===== config.mk =====
export PLATFORM = sky130hd
export DESIGN_NAME = laser_host
export DESIGN_NICKNAME = d
export VERILOG_FILES = /design/src/rtl/laser_host.sv
export SDC_FILE = /design/constraint.sdc
export NUM_CORES = 1
export LEC_CHECK = 0
export CAP_MARGIN = 20
export CORE_ASPECT_RATIO = 0.5
export CORE_MARGIN = 2
export CORE_UTILIZATION = 48
export DETAILED_ROUTE_END_ITERATION = 8
export MAX_ROUTING_LAYER = met4
export PLACE_DENSITY = 0.67
export SLEW_MARGIN = 5
export SYNTH_ARGS = -nofsm -noshare
export SYNTH_HDL_FRONTEND = slang
export SYNTH_SLANG_ARGS = --single-unit

===== constraint.sdc =====
create_clock -name CLK -period 9.7 [get_ports CLK]
set_input_delay 1.94 -clock CLK [delete_from_list [all_inputs] [get_ports CLK]]
set_output_delay 1.94 -clock CLK [all_outputs]
set_load 0.1 [all_outputs]

===== src/rtl/laser_host.sv =====
// Host-side loader, feeder and scorer for the two-circle LASER search engine.
// Define LASER_HOST_TIMEOUT_EN to bound the WAIT state and report aborted runs on RES_ERR.
module laser_host #(
  parameter int unsigned NUM_OBJ     = 40,
  parameter int unsigned RADIUS_SQ   = 16,
  parameter int unsigned TIMEOUT_CYC = 16383
) (
  input  logic       CLK,
  input  logic       RST,
  input  logic       LD_VALID,
  input  logic [5:0] LD_ADDR,
  input  logic [3:0] LD_X,
  input  logic [3:0] LD_Y,
  input  logic       START,
  output logic       L_RST,
  output logic [3:0] L_X,
  output logic [3:0] L_Y,
  input  logic [3:0] L_C1X,
  input  logic [3:0] L_C1Y,
  input  logic [3:0] L_C2X,
  input  logic [3:0] L_C2Y,
  input  logic       L_DONE,
  output logic       BUSY,
  output logic       RES_VALID,
  output logic [7:0] RES_C1,
  output logic [7:0] RES_C2,
  output logic [5:0] RES_COUNT,
  output logic       RES_ERR
);

  localparam logic [2:0] IDLE   = 3'd0;
  localparam logic [2:0] RSTD   = 3'd1;
  localparam logic [2:0] FEED   = 3'd2;
  localparam logic [2:0] WAIT   = 3'd3;
  localparam logic [2:0] SCORE  = 3'd4;
  localparam logic [2:0] RESULT = 3'd5;

  localparam logic [5:0] LAST_IDX = 6'(NUM_OBJ - 1);
  localparam logic [5:0] NUM_PTS  = 6'(NUM_OBJ);
  localparam logic [8:0] RAD_SQ   = 9'(RADIUS_SQ);

  logic [2:0] state;
  logic [5:0] idx;
  logic [5:0] rd_idx;
  logic [7:0] pt;
  logic [7:0] mem [NUM_OBJ];
  logic       loadable;
  logic       covered;

  function automatic logic [8:0] dist_sq(input logic [3:0] px, input logic [3:0] py,
                                         input logic [3:0] cx, input logic [3:0] cy);
    logic [3:0] dx;
    logic [3:0] dy;
    logic [7:0] sx;
    logic [7:0] sy;
    dx = (px >= cx) ? px - cx : cx - px;
    dy = (py >= cy) ? py - cy : cy - py;
    sx = {4'd0, dx} * {4'd0, dx};
    sy = {4'd0, dy} * {4'd0, dy};
    return {1'b0, sx} + {1'b0, sy};
  endfunction

  assign loadable  = (state == IDLE) || (state == RESULT);
  assign L_RST     = (state == IDLE) || (state == RSTD) || (state == RESULT);
  assign BUSY      = !loadable;
  assign RES_VALID = (state == RESULT);

  // FEED registers the next point one edge ahead, so it looks at idx+1.
  assign rd_idx = ((state == FEED) && (idx != LAST_IDX)) ? idx + 6'd1 : idx;
  assign pt     = mem[rd_idx];

  assign covered = (dist_sq(pt[3:0], pt[7:4], RES_C1[3:0], RES_C1[7:4]) <= RAD_SQ) ||
                   (dist_sq(pt[3:0], pt[7:4], RES_C2[3:0], RES_C2[7:4]) <= RAD_SQ);

  always_ff @(posedge CLK) begin
    if (loadable && LD_VALID && (LD_ADDR < NUM_PTS)) begin
      mem[LD_ADDR] <= {LD_Y, LD_X};
    end
  end

`ifdef LASER_HOST_TIMEOUT_EN
  localparam logic [13:0] TO_LAST = 14'(TIMEOUT_CYC - 1);
  logic [13:0] to_cnt;
  logic        res_err_q;

  always_ff @(posedge CLK or posedge RST) begin
    if (RST) begin
      to_cnt    <= '0;
      res_err_q <= 1'b0;
    end else begin
      to_cnt <= (state == WAIT) ? to_cnt + 14'd1 : 14'd0;
      if (loadable && START) begin
        res_err_q <= 1'b0;
      end else if ((state == WAIT) && !L_DONE && (to_cnt == TO_LAST)) begin
        res_err_q <= 1'b1;
      end
    end
  end

  assign RES_ERR = res_err_q;
`else
  assign RES_ERR = 1'b0;
`endif

  always_ff @(posedge CLK or posedge RST) begin
    if (RST) begin
      state     <= IDLE;
      idx       <= '0;
      L_X       <= '0;
      L_Y       <= '0;
      RES_C1    <= '0;
      RES_C2    <= '0;
      RES_COUNT <= '0;
    end else begin
      case (state)
        IDLE, RESULT: begin
          if (START) begin
            state <= RSTD;
            idx   <= '0;
          end
        end
        RSTD: begin
          {L_Y, L_X} <= pt;
          state      <= FEED;
        end
        FEED: begin
          if (idx == LAST_IDX) begin
            state <= WAIT;
          end else begin
            idx        <= idx + 6'd1;
            {L_Y, L_X} <= pt;
          end
        end
        WAIT: begin
          if (L_DONE) begin
            RES_C1    <= {L_C1Y, L_C1X};
            RES_C2    <= {L_C2Y, L_C2X};
            RES_COUNT <= '0;
            idx       <= '0;
            state     <= SCORE;
          end
`ifdef LASER_HOST_TIMEOUT_EN
          else if (to_cnt == TO_LAST) begin
            RES_C1    <= '0;
            RES_C2    <= '0;
            RES_COUNT <= '0;
            state     <= RESULT;
          end
`endif
        end
        SCORE: begin
          if (covered) begin
            RES_COUNT <= RES_COUNT + 6'd1;
          end
          if (idx == LAST_IDX) begin
            state <= RESULT;
          end else begin
            idx <= idx + 6'd1;
          end
        end
        default: state <= IDLE;
      endcase
    end
  end

endmodule


-- Yosys cells after proc, flatten, opt, wreduce, memory -nomap -nowiden
Memory sizes are Yosys's and may differ from the RTL's.
Index checks and enable logic that the tools add are counted.
Widths: inputs -> output; s select.
- register bits: 39
- bits in writable memories: 320
- bits of input ports: 35
- output and inout bits: 34
- word-level logic and storage cells: 86
- memories: 1
- memory list (name ; words ; width ; read ports ; clocked after memory_dff ; write ports ; line ; RTL):
    mem ; 40 ; 8 ; 1 ; 0 ; 1 ; 46 ; logic [7:0] mem [NUM_OBJ];
- $add $sub $neg: 12
- $mul: 4
- $lt $le $gt $ge: 7
- eq/ne operators: 14
- mux-type cells: 22
- reductions and logical operators: 19
- operator list (cell ; count):
    $mul 4x4->8 ; 4
    $sub 4x4->4 ; 8
    $mux 6 ; 5
    $mux 4 ; 6
    $add 8x8->9 ; 2
    $le 9x5->1 const B ; 2
    $pmux 6 s3 ; 1
    $ge 4x4->1 ; 4
    $pmux 4 s2 ; 2
    $pmux 3 s5 ; 1
    $add 6x1->6 const B ; 2
    $mux 3 ; 4
    $ne 2x2->1 const B ; 6
    $pmux 6 s2 ; 1
    $reduce_and 4->1 ; 2
    $eq 3x2->1 const B ; 2
    $eq 3x3->1 const B ; 2
    $eq 6x6->1 const B ; 1
    $lt 6x6->1 const B ; 1
    $ne 6x6->1 const B ; 1
    $logic_or 1x1->1 ; 4
    $reduce_and 2->1 ; 2
    $reduce_bool 2->1 ; 2
    $reduce_or 2->1 ; 2
    8 further kinds ; 11

-- Logic depth before layout (Yosys ltp)
An unclocked memory read counts as a cell.
- word-level depth: 12
- depth in mapped cells: 37
- mapped depth without buffers: 34

-- Worst setup path after synthesis
Ideal clock, no wire load.
- path kind: flip-flop to flip-flop
- from: reg idx[0]
- to: reg RES_COUNT[1]
- setup time: 126 ps
- arrival: 8232 ps
- required time: 9574 ps
- path slack: 1342 ps
- stages on the path, launching flop included: 36
- path buffers: 3
- clock period less this slack: 8358 ps
- cell sequence: dfrtp_1 > ha_1 > clkbuf_1 > buf_2 > clkbuf_1 > mux2i_1 > mux2i_1 > mux4_2 > nor2_1 > nor3_1 > a21oi_1 > ha_1 > inv_1 > fa_1 > a21o_1 > a21o_1 > a21oi_1 > mux2i_1 > xnor2_1 > or2_2 > fa_1 > fa_1 > fa_1 > inv_1 > fa_1 > ha_1 > inv_1 > fa_1 > xor2_1 > o21ai_0 > a21oi_1 > a32oi_1 > a21oi_1 > and2_1 > mux2i_1 > a21oi_1
- word-level cells in the longest chain between the ends: 12
- elaborated cells between the ends (all ways): 32
- classes of those cells: add/sub: 11; mul: 4; order compare: 6; eq/ne: 2; mux: 5; reduce/logical: 3; memory: 1
- ends and longest elaborated chain (element ; line ; RTL):
    from (decl) ; 43 ; logic [5:0] idx;
    from (signal assigned) ; 130 ; idx <= idx + 6'd1;
    from (signal assigned) ; 158 ; idx <= idx + 6'd1;
    branches (longest 2 deep; another with $add 6x1->6) ; -- ;
    $mux 6 (*) ; 69 ; assign rd_idx = ((state == FEED) && (idx != LAST_IDX)) ? idx + 6'd1 : idx;
    $mem_v2 40x8 (*) ; -- ;
    $sub 4x4->4, or another cell as far along ; 56 ; dx = (px >= cx) ? px - cx : cx - px;
    $mux 4, on equally long branches ; 56, 57 ;
    $mul 4x4->8, on equally long branches ; 58, 59 ;
    $add 8x8->9 ; 60 ; return {1'b0, sx} + {1'b0, sy};
    $le 9x5->1, on equally long branches ; 72, 73 ;
    $logic_or 1x1->1 (*) ; 72 ; assign covered = (dist_sq(pt[3:0], pt[7:4], RES_C1[3:0], RES_C1[7:4]) <= RAD_SQ) ||
    $ne 2x2->1 (no line) (*) ; -- ;
    $reduce_and 3->1 (no line) (*) ; -- ;
    to (signal assigned) ; 153 ; RES_COUNT <= RES_COUNT + 6'd1;
    to (decl) ; 27 ; output logic [5:0] RES_COUNT,
Mark *: on every way between the ends.
A chain may end at the register's enable or synchronous reset.

-- Worst setup path after layout
- from: reg idx[4]
- to: reg RES_COUNT[1]
The elaborated chain is that of the path after synthesis.

==> metrics.yaml <==
die:
  io_pins: 69
  die_w_um: 286
  rows: 51
  core-area_um2: 39100
  die_h_um: 145
  die_area_um2: 41500
  initial_core_util: 0.489
logic_synthesis:
  syn-instance-count: 1454
  syn_nets: 1587
  ys_ff_latch: 359
  synthTopCellsByArea: "edfxtp_1 (50%), mux2i_1 (10%), dfrtp_1 (5.1%)"
  synth-compound-area-share: 0.0869
  synthFlopType: "edfxtp_1"
  synth_seq_area_share: 0.554
  synth_edf_count: 320
  synth_async_sr_flop_share: 0.109
  post-synth-top-count-cell: "edfxtp_1"
  synth_top_area_cell: "edfxtp_1"
  synth_commonest_cells: "edfxtp_1 (320), mux2i_1 (196), nor2_1 (104)"
  synthAdderAreaFrac: 0.0760
  yosysWarnings: 0
  synthSimpleGateAreaFrac: 0.0842
  synthXorXnorAreaFrac: 0.0101
  ys_types: 88
  synth_mux_area_frac: 0.153
  synth_top_cell_area_share: 0.503
  synth_top_family_by_area: "multiplexers"
  syn_avg_cell_area_um2: 13.1
  netlist_area_um2: 19100
cts:
  clock_path_buffers: 3
  cts_buffers: 36
  cts_sinks: 359
  clock_latency_ns: 0.54
  htreeDepth: 2
  cts_root_buf: "clkbuf_16"
  cts_tree: "built"
  hold_buffers: 0
  cts.clk_slew.worst_paths_ns: 0.07
sta:
  hold_viol_final: 0
  max_freq_ghz: 0.110
  setup_violations: 0
  skew_ns: 0.0180
  rsz0062_at_grt: "no"
  finalSetupTns_ns: 0
  maxSlewHeadroom: 0.210
  tightest_slew_ns: 1.18
  finalMaxSlewViolations: 0
  post-route-min-period_ns: 9.09
  period_share: 0.937
placement:
  hpwl_um: 34900
  placed_area_um2: 20600
  port_buffers: 67
  gp_congestion: 0.951
flow_run:
  maxCapViolations: 0
layout:
  layout-drive-gt1-share: 0.133
  multi_input_comb_area_um2: 7910
  n_fill_cell: 3146
  diodes: 0
  seqCellArea_um2: 10600
  stdcell_area_um2: 21900
  fin_nets: 1694
  syn_to_final_growth_pct: 14.8
drt:
  drtIter0Drc: 1207
  vias: 12760
  vias_per_cell: 6.04
  route.detailed.drc: 0
  ant_nets: 0
  dr.pass1.iters: 5
  route.detailed.wl_per_inst_um: 23.9
  wl_um: 50500
outcome:
  status: "finished clean"
min_path:
  hold_class: "flop to flop"
global_route:
  grt_pass1_wl_um: 76900
  grt_pass1_vias: 12825
  gr-total-overflow: 0
  grt_max_degree: 74
  grt_usage: 0.252
  antenna_found_initial: 0
critical_path:
  cp-end-kind: "flop"
  critPathBufInv: 4
  crit_arrival_ns: 9.50
  cpMostUsedCell: "fa_1"
  crit_path_start_kind: "flop"
  worstPathRequired_ns: 10.11
  cpMaxStageDelayCell: "fa_1"
  critPathTopFamily: "adder cells"
  criticalPathCategory: "flop to flop"
  max_stage_delay_ns: 0.56
  path_max_fanout: 11
-- flip-flops by register name, indices dropped and copies added, names as in the netlist --
register   flops
RES_C2         8
RES_C1         8
L_X            4
mem          320
RES_COUNT      6
L_Y            4
state          3
idx            6
-- layout make-up --
| cell class | count | area share |
|---|---|---|
| multi-input cells | 936 | 0.361 |
| flip-flops and latches | 359 | 0.483 |
| clock buffers | 46 | 0.0447 |
| inverters | 84 | 0.0144 |
| clock inverters | 15 | 0.00759 |
| repair buffers | 144 | 0.0597 |
| well taps | 530 | 0.0302 |
-- kinds of logic (layout without fill, tap and decap cells) --
family                     Yosys count  after routing
DFF                                359            359
and+or+nand+nor                    334            334
muxes                              242            242
AOI/OAI and AO/OA                  239            239
buffers and inverters              159            289
adders and majority gates           98             98
xor gates and xnor gates            22             22
other                                1              1
-- through the flow --
| step | std cells | hold WS [ns] | setup slack [ns] | utilization |
|---|---|---|---|---|
| 2_1_floorplan | 1454 | 0.733 | 1.34 | - |
| 3_3_place_gp | 2040 | 0.486 | 0.237 | 0.527 |
| 3_5_place_dp | 2043 | 0.497 | 0.0756 | 0.528 |
| 4_1_cts | 2104 | 0.511 | 0.0605 | 0.558 |
| 5_1_grt | 2114 | 0.520 | 0.0967 | 0.562 |
| 6_report | 2114 | 0.504 | 0.611 | 0.562 |
-- path summary, 6_finish.rpt --
check                      slack, ns  cells past startpoint           end    from
setup / recovery                0.61                     34  RES_COUNT[1]  idx[4]
hold / removal                  0.50                      1        L_X[3]  L_X[3]
setup reg to reg                0.61                     34  RES_COUNT[1]  idx[4]
hold reg to reg                 0.50                      1        L_X[3]  L_X[3]
max in group asynchronous       7.44                      3        idx[1]     RST
min in group asynchronous       1.84                      3  RES_COUNT[5]     RST
-- cells in the final DEF (no fill, tap or decap), types with 39 or more instances in the layout --
cell,count
ha_1,67
nand2_1,86
mux2i_1,196
buf_4,68
clkdlybuf4s50_1,67
inv_1,82
mux4_2,39
o21ai_0,48
nor2_1,101
edfxtp_1,320
-- metal layers --
layer / GRT usage / up-vias / share of wire
li1: - / 5706 / -
met1: 0.342 / 6440 / 0.42
met2: 0.384 / 537 / 0.47
met3: 0.0553 / 77 / 0.084
met4: 0.0681 / 0 / 0.025
met5: - / - / 0
-- what timing repair did --
| item | 4_1_cts | 5_1_grt |
|---|---|---|
| buffers inserted | 0 | 9 |
| resized for setup | 0 | 17 |
| endpoints found under the setup margin | 0 | 6 |
-- worst register-to-register path: cells and delay by family (launching register included) --
kind	cells	cell delay, ns
fa+ha+maj	8	3.30
simple gates	7	1.93
compound gates	11	1.64
mux	2	0.74
buf+inv	4	0.54
flops	1	0.51
xor+xnor	2	0.31
Power is left out: the tool's default activity adds up to more than one toggle a clock period on the data nets, which glitch-free logic cannot reach.
